==> src/rtl/counter_bank_sched.sv <==
// ---------------------------------------------------------------------------
// counter_bank_sched
//
// Purpose:
//   Holds the 16-lane counter bank behind the text generator's data_raw bus.
//   Four update sources (global clear, host write, increment-all, per-channel
//   timer ticks) share one write port and one adder, so at most one channel
//   is written per cycle. The display sees a snapshot that is only latched
//   while the scheduler is idle, so a sweep or clear is never half visible.
//
// Ports:
//   clk          system clock
//   reset_n      asynchronous active-low reset
//   clr_req      pulse: restore every channel to its index value
//   inc_all_req  pulse: add one to every channel
//   ch_tick      per-channel increment pulses
//   wr_req       host write request, held until wr_ack
//   wr_ch        host write channel
//   wr_data      host write value
//   wr_ack       pulse in the cycle the host write commits
//   frame_start  pulse at start of vertical blanking, requests a snapshot
//   data_raw     snapshot, channel k at [k*CW +: CW]
//   snap_done    pulse the cycle after data_raw is refreshed
//   busy         high while a clear or sweep is in progress
//   ovf          sticky per-channel dropped-tick flags
// ---------------------------------------------------------------------------
module counter_bank_sched #(
    parameter int NUM_CH = 16,
    parameter int CW     = 16,
    parameter int IDX_W  = 4
) (
    input  logic                 clk,
    input  logic                 reset_n,
    input  logic                 clr_req,
    input  logic                 inc_all_req,
    input  logic [NUM_CH-1:0]    ch_tick,
    input  logic                 wr_req,
    input  logic [IDX_W-1:0]     wr_ch,
    input  logic [CW-1:0]        wr_data,
    output logic                 wr_ack,
    input  logic                 frame_start,
    output logic [NUM_CH*CW-1:0] data_raw,
    output logic                 snap_done,
    output logic                 busy,
    output logic [NUM_CH-1:0]    ovf
);

    typedef enum logic [1:0] {
        IDLE  = 2'd0,
        CLEAR = 2'd1,
        SWEEP = 2'd2
    } state_t;

    // Power-on / clear image of the bank: channel k holds the value k.
    function automatic logic [NUM_CH*CW-1:0] initVec();
        logic [NUM_CH*CW-1:0] v;
        v = '0;
        for (int k = 0; k < NUM_CH; k++) begin
            v[k*CW +: CW] = CW'(k);
        end
        return v;
    endfunction

    localparam logic [NUM_CH*CW-1:0] INIT_VEC = initVec();
    localparam logic [IDX_W-1:0]     LAST_CH  = IDX_W'(NUM_CH - 1);

    state_t               state_q, state_d;
    logic [IDX_W-1:0]     ch_q, ch_d;
    logic [IDX_W-1:0]     rr_q, rr_d;
    logic                 clrPend_q, clrPend_d;
    logic                 incPend_q, incPend_d;
    logic                 snapPend_q, snapPend_d;
    logic [NUM_CH-1:0]    tickPend_q, tickPend_d;
    logic [NUM_CH-1:0]    ovf_q, ovf_d;
    logic                 snapDone_q, snapDone_d;
    logic [NUM_CH*CW-1:0] bank_q;
    logic [NUM_CH*CW-1:0] dataRaw_q;

    logic                 clrEff, snapEff, incEff;
    logic                 useClr, useSnap, useInc, wipe, snapTake;
    logic [NUM_CH-1:0]    tickClr, tickClrAll;
    logic                 wrEn;
    logic [IDX_W-1:0]     wrIdx;
    logic [CW-1:0]        wrVal;
    logic                 tickAny;
    logic [IDX_W-1:0]     tickSel, cand;

    // A request pulse counts as pending in the very cycle it arrives, so an
    // idle scheduler reacts at the next edge and simultaneous requests still
    // resolve by priority. A clear request is ignored while clearing.
    assign clrEff  = clrPend_q | (clr_req & (state_q != CLEAR));
    assign snapEff = snapPend_q | frame_start;
    assign incEff  = incPend_q | inc_all_req;

    // Round-robin tick pick: first pending channel at or after the pointer,
    // wrapping through the index width.
    always_comb begin : tickPick
        tickAny = 1'b0;
        tickSel = rr_q;
        cand    = rr_q;
        for (int i = 0; i < NUM_CH; i++) begin
            cand = rr_q + IDX_W'(i);
            if (!tickAny && tickPend_q[cand]) begin
                tickAny = 1'b1;
                tickSel = cand;
            end
        end
    end

    // Scheduler: chooses the single bank write for this cycle and the next
    // state. Entering CLEAR (from IDLE or by aborting a sweep) sets wipe,
    // which discards pending ticks, a pending increment-all and ovf.
    always_comb begin : arbiter
        state_d  = state_q;
        ch_d     = ch_q;
        rr_d     = rr_q;
        useClr   = 1'b0;
        useSnap  = 1'b0;
        useInc   = 1'b0;
        wipe     = 1'b0;
        snapTake = 1'b0;
        tickClr  = '0;
        wrEn     = 1'b0;
        wrIdx    = ch_q;
        wrVal    = '0;
        wr_ack   = 1'b0;
        case (state_q)
            IDLE: begin
                if (clrEff) begin
                    state_d = CLEAR;
                    ch_d    = '0;
                    useClr  = 1'b1;
                    wipe    = 1'b1;
                end else if (snapEff) begin
                    snapTake = 1'b1;
                    useSnap  = 1'b1;
                end else if (wr_req) begin
                    wrEn           = 1'b1;
                    wrIdx          = wr_ch;
                    wrVal          = wr_data;
                    tickClr[wr_ch] = 1'b1;
                    wr_ack         = 1'b1;
                end else if (incEff) begin
                    state_d = SWEEP;
                    ch_d    = '0;
                    useInc  = 1'b1;
                end else if (tickAny) begin
                    wrEn             = 1'b1;
                    wrIdx            = tickSel;
                    wrVal            = bank_q[tickSel*CW +: CW] + CW'(1);
                    tickClr[tickSel] = 1'b1;
                    rr_d             = tickSel + IDX_W'(1);
                end
            end
            CLEAR: begin
                wrEn  = 1'b1;
                wrIdx = ch_q;
                wrVal = CW'(ch_q);
                ch_d  = ch_q + IDX_W'(1);
                if (ch_q == LAST_CH) begin
                    state_d = IDLE;
                end
            end
            SWEEP: begin
                if (clrEff) begin
                    state_d = CLEAR;
                    ch_d    = '0;
                    useClr  = 1'b1;
                    wipe    = 1'b1;
                end else begin
                    // A tick still pending for this lane is folded into the
                    // sweep's add instead of being served separately.
                    wrEn          = 1'b1;
                    wrIdx         = ch_q;
                    wrVal         = bank_q[ch_q*CW +: CW] + CW'(1) + CW'(tickPend_q[ch_q]);
                    tickClr[ch_q] = 1'b1;
                    ch_d          = ch_q + IDX_W'(1);
                    if (ch_q == LAST_CH) begin
                        state_d = IDLE;
                    end
                end
            end
            default: begin
                state_d = IDLE;
            end
        endcase
    end

    // Pending-flag bookkeeping. A tick arriving while its lane is being
    // cleared re-arms the lane; a tick on an already pending lane that is not
    // being served is lost and recorded in ovf.
    always_comb begin : pendingNext
        tickClrAll = wipe ? {NUM_CH{1'b1}} : tickClr;
        clrPend_d  = clrEff & ~useClr;
        snapPend_d = snapEff & ~useSnap;
        incPend_d  = wipe ? inc_all_req : (incEff & ~useInc);
        ovf_d      = wipe ? '0 : (ovf_q | (ch_tick & tickPend_q & ~tickClrAll));
        tickPend_d = (tickPend_q & ~tickClrAll) | ch_tick;
        snapDone_d = snapTake;
    end

    // State, flags, bank and snapshot registers.
    always_ff @(posedge clk or negedge reset_n) begin
        if (!reset_n) begin
            state_q    <= IDLE;
            ch_q       <= '0;
            rr_q       <= '0;
            clrPend_q  <= 1'b0;
            incPend_q  <= 1'b0;
            snapPend_q <= 1'b0;
            tickPend_q <= '0;
            ovf_q      <= '0;
            snapDone_q <= 1'b0;
            bank_q     <= INIT_VEC;
            dataRaw_q  <= INIT_VEC;
        end else begin
            state_q    <= state_d;
            ch_q       <= ch_d;
            rr_q       <= rr_d;
            clrPend_q  <= clrPend_d;
            incPend_q  <= incPend_d;
            snapPend_q <= snapPend_d;
            tickPend_q <= tickPend_d;
            ovf_q      <= ovf_d;
            snapDone_q <= snapDone_d;
            if (wrEn) begin
                bank_q[wrIdx*CW +: CW] <= wrVal;
            end
            if (snapTake) begin
                dataRaw_q <= bank_q;
            end
        end
    end

    assign data_raw  = dataRaw_q;
    assign snap_done = snapDone_q;
    assign busy      = (state_q != IDLE);
    assign ovf       = ovf_q;

endmodule
==> config.mk <==
export PLATFORM = sky130hd
export DESIGN_NAME = counter_bank_sched
export DESIGN_NICKNAME = d
export VERILOG_FILES = /design/src/rtl/counter_bank_sched.sv
export SDC_FILE = /design/constraint.sdc
export NUM_CORES = 1
export LEC_CHECK = 0
export ABC_CLOCK_PERIOD_IN_PS = 15500
export CAP_MARGIN = 40
export CELL_PAD_IN_SITES_DETAIL_PLACEMENT = 1
export CELL_PAD_IN_SITES_GLOBAL_PLACEMENT = 1
export CORE_MARGIN = 3
export CORE_UTILIZATION = 30
export CTS_BUF_LIST = sky130_fd_sc_hd__clkbuf_8
export CTS_CLUSTER_SIZE = 10
export DETAILED_ROUTE_END_ITERATION = 8
export GPL_TIMING_DRIVEN = 0
export MAX_ROUTING_LAYER = met4
export PLACE_DENSITY = 0.61
export SYNTH_ARGS = -nofsm -noshare
export SYNTH_HDL_FRONTEND = slang
export SYNTH_SLANG_ARGS = --single-unit
==> constraint.sdc <==
create_clock -name clk -period 15.5 [get_ports clk]
set_clock_uncertainty 0.15 [all_clocks]
set_input_delay 3.1 -clock clk [delete_from_list [all_inputs] [get_ports clk]]
set_output_delay 3.1 -clock clk [all_outputs]
set_load 0.02 [all_outputs]
==> impl_results.md <==
- Post-Place Worst Slack: 5.71 ns
- Period minus WS final: 9.96 ns
- Syn Nets: 2548
- Grt ovf: 0
- Gates resized, CTS repair: 0
- Vias in the first global route: 26.0k
- Crit path capture type: flop
- R2R cell count: 30
- Worst-Margin Slew: 0.956 ns
- Final Cycle Share: 64.2%
- Cell Rows: 114
- Design area: 37100 um^2
- Synthesized area per cell: 12.0 um^2
- Max Slew Vio Count: 0
- Max IR drop VDD: 131 uV
- CTS root buf: clkbuf_8
- Pwr per Cell Area: 198 nW/um^2
- Initial core utilization: 30.5%
- Worst Setup EP: bank_q[140]
- Seq/Total Area, Yosys: 47.3%
- # fillers: 10.5k
- CP Class: flop to flop
- Final ANT Viol Nets: 0
- CTS tree: done
- Reg2reg end: bank_q[140]
- CP Max Fanout: 10
- Hold Path Class: flop to flop
- Primary FF master, synth: dfrtp_1
- Area Growth Syn to Fin: 25.1%
- CP Launch Type: flop
- Synthesized instance count: 2482
- Vias/cell: 5.59
- Worst Path Required: 16.01 ns
- Finish-stage setup viols: 0
- CP max stage cell: o21ai_1
- Largest net degree at the start of global routing: 125
- Design Power: 7360 uW
- Die Area: 103000 um^2
- Ys async rst share: 100%
- Post-synth EDFFs: 0
- Hold Vio Cnt, Final: 0
- Max-capacitance violation count: 0
- Starting DRT DRC Count: 1931
- Worst setup margin: 5.54 ns
- CORE AREA: 97400 um^2
- Pleak: 0.0161 uW
- Via count: 24.1k
- DRT Pass-1 Iters: 6
- First-pass GRT wire length: 195 mm
- DR DRC count: 0
- Num CTS Buffers: 95
- CTS Buffer Depth: 3
- Chip Width: 320 um
- Total track usage: 27.4%
- DP Area: 35100 um^2
- Cell repeated most along the worst path: buf_4
- Detailed Place HPWL: 110 mm
- Port bufs: 315
- Per-cell routed wire length: 32.2 um
- Hold bufs inserted after CTS: 0
- RSZ-0062 raised after global routing: no
- Clock sink count: 558
- Initial antenna violation count: 7
- Post-synthesis cell area: 29700 um^2
- Flop-to-flop setup slack: 5.54 ns
- RR Startpoint: rr_q[1]
- Seq cells post-synth: 558
- Worst slew margin: 36.3%
- Outcome: complete, no violations
- I/O Pins: 317
- Overall routed net length: 139 mm
- Post-CTS Setup Bufs: 0
- Die height: 320 um
- Yosys warns: 0
- Crit path from: rr_q[1]
- Crit path DAT: 10.47 ns
- Htree depth: 3
- Synth cell types: 108
- Clk_lat worst skew: 0.73 ns
- NumNets Final: 3017
- Layout cells sized above 1: 28.9%
- Crit-path max cell delay: 0.69 ns
- GP Congestion: 0.961
- Fmax achieved: 100 MHz
- Worst-path clk slew: 0.06 ns
logic make-up (layout without fill, tap and decap cells):
kind of cell | after synthesis | count (layout) | synth area share, %
AO/OA/AOI/OAI | 469 | 469 | 10.8
XOR/XNOR | 45 | 45 | 1.49
adder cells (fa/ha/maj) | 24 | 24 | 1.01
buffers and inverters | 207 | 751 | 3.25
flip-flops | 558 | 558 | 47.3
multiplexers | 604 | 604 | 27.0
other | 0 | 2 | 0
AND/OR/NAND/NOR | 575 | 575 | 9.10
flip-flops by register name, summed over array words and instances (netlist names):
| register | count |
|---|---|
| bank_q | 256 |
| ch_q | 4 |
| clrPend_q | 1 |
| data_raw | 256 |
| incPend_q | 1 |
| ovf | 16 |
| rr_q | 4 |
| snapPend_q | 1 |
| snap_done | 1 |
| state_q | 2 |
| tickPend_q | 16 |
where the power goes:
part           internal [uW]  total [uW]  switching (uW)
Sequential              1570        1710             141
Combinational           1420        4230            2810
Clock                    774        1420             644
Total                   3770        7360            3600
layout by cell type (no fill, tap or decap), types with 45 or more instances in the layout:
master and instances:
a21oi_1 45, clkbuf_1 116, clkbuf_8 122, clkdlybuf4s50_1 314, dfrtp_1 494, dfstp_2 64, inv_1 60, mux2_2 403
mux2i_1 80, mux4_2 110, nand2_1 288, nand3_1 59, nor2_1 77, o21ai_0 154
stage by stage:
| step | hold slack (ns) | cells | setup TNS (ns) | util, % |
|---|---|---|---|---|
| after floorplan | 0.298 | 2482 | 0 | - |
| after global placement | 0.333 | 4073 | -6954.31 | 35.3 |
| after detailed placement | 0.335 | 4129 | 0 | 36.0 |
| after CTS | 0.351 | 4301 | 0 | 38.1 |
| after global routing | 0.370 | 4304 | 0 | 38.1 |
| final | 0.350 | 4304 | 0 | 38.1 |
Yosys cell counts, types with 11 or more instances:
cell type | n | share of area, %
ha_1 | 24 | 1.0
nor2_1 | 77 | 0.97
nand2_1 | 288 | 3.6
o21ai_0 | 155 | 2.6
nor2b_1 | 12 | 0.25
buf_4 | 16 | 0.40
a31oi_1 | 31 | 0.65
xor2_1 | 15 | 0.44
and3_1 | 32 | 0.67
dfstp_2 | 64 | 5.7
a211oi_1 | 20 | 0.51
dfrtp_1 | 494 | 42
nand4_1 | 11 | 0.23
clkbuf_1 | 116 | 1.5
xnor2_1 | 25 | 0.74
a21o_1 | 20 | 0.51
o2111ai_1 | 12 | 0.35
a21oi_1 | 45 | 0.76
a22oi_1 | 16 | 0.40
nand3_1 | 59 | 1.0
inv_1 | 28 | 0.35
a221oi_1 | 12 | 0.35
buf_1 | 12 | 0.15
nand2b_1 | 12 | 0.25
buf_2 | 21 | 0.35
mux2_2 | 403 | 15
mux2i_1 | 80 | 2.7
nor3_1 | 27 | 0.46
mux4_2 | 110 | 8.4
and2_1 | 12 | 0.25
o21ai_1 | 15 | 0.25
routing by layer:
| layer | vias up | track usage (%) | routed length, um |
|---|---|---|---|
| met5 | - | - | 0 |
| met4 | 0 | 12.5 | 6950 |
| met3 | 310 | 3.42 | 6270 |
| met2 | 847 | 47.3 | 70700 |
| met1 | 12700 | 32.0 | 54800 |
| li1 | 10200 | - | - |
worst min path at each step:
stage                      start           end  slack [ns]  cells past startpoint
finish                    ovf[4]        ovf[4]        0.35                      2
global route        data_raw[39]  data_raw[39]        0.37                      1
CTS                       ovf[4]        ovf[4]        0.35                      2
detailed placement        ovf[4]        ovf[4]        0.34                      2
global placement          ovf[6]        ovf[6]        0.33                      2
floorplan            bank_q[210]   bank_q[210]        0.30                      2
critical path, delay by kind of cell, from the launching register on:
kind / cells / cell delay, ns
AO/OA/AOI/OAI: 3 / 1.25
XOR/XNOR: 1 / 0.17
adder cells (fa/ha/maj): 2 / 0.53
buffers and inverters: 12 / 3.76
flip-flops: 1 / 0.45
multiplexers: 4 / 1.23
AND/OR/NAND/NOR: 8 / 2.29
area by class of cell:
class                   count  area [um^2]  area share (%)
clock buffers             122         1680            4.52
diodes                      2         5.00          0.0135
clock inverters            50          340           0.917
flip-flops and latches    558        14000            37.8
multi-input cells        1717        14700            39.5
plain buffers             174          841            2.26
inverters                  33          124           0.334
repair buffers            372         3830            10.3
well taps                1276         1600            4.30
Note: power is estimated with default switching activity, not from simulation.
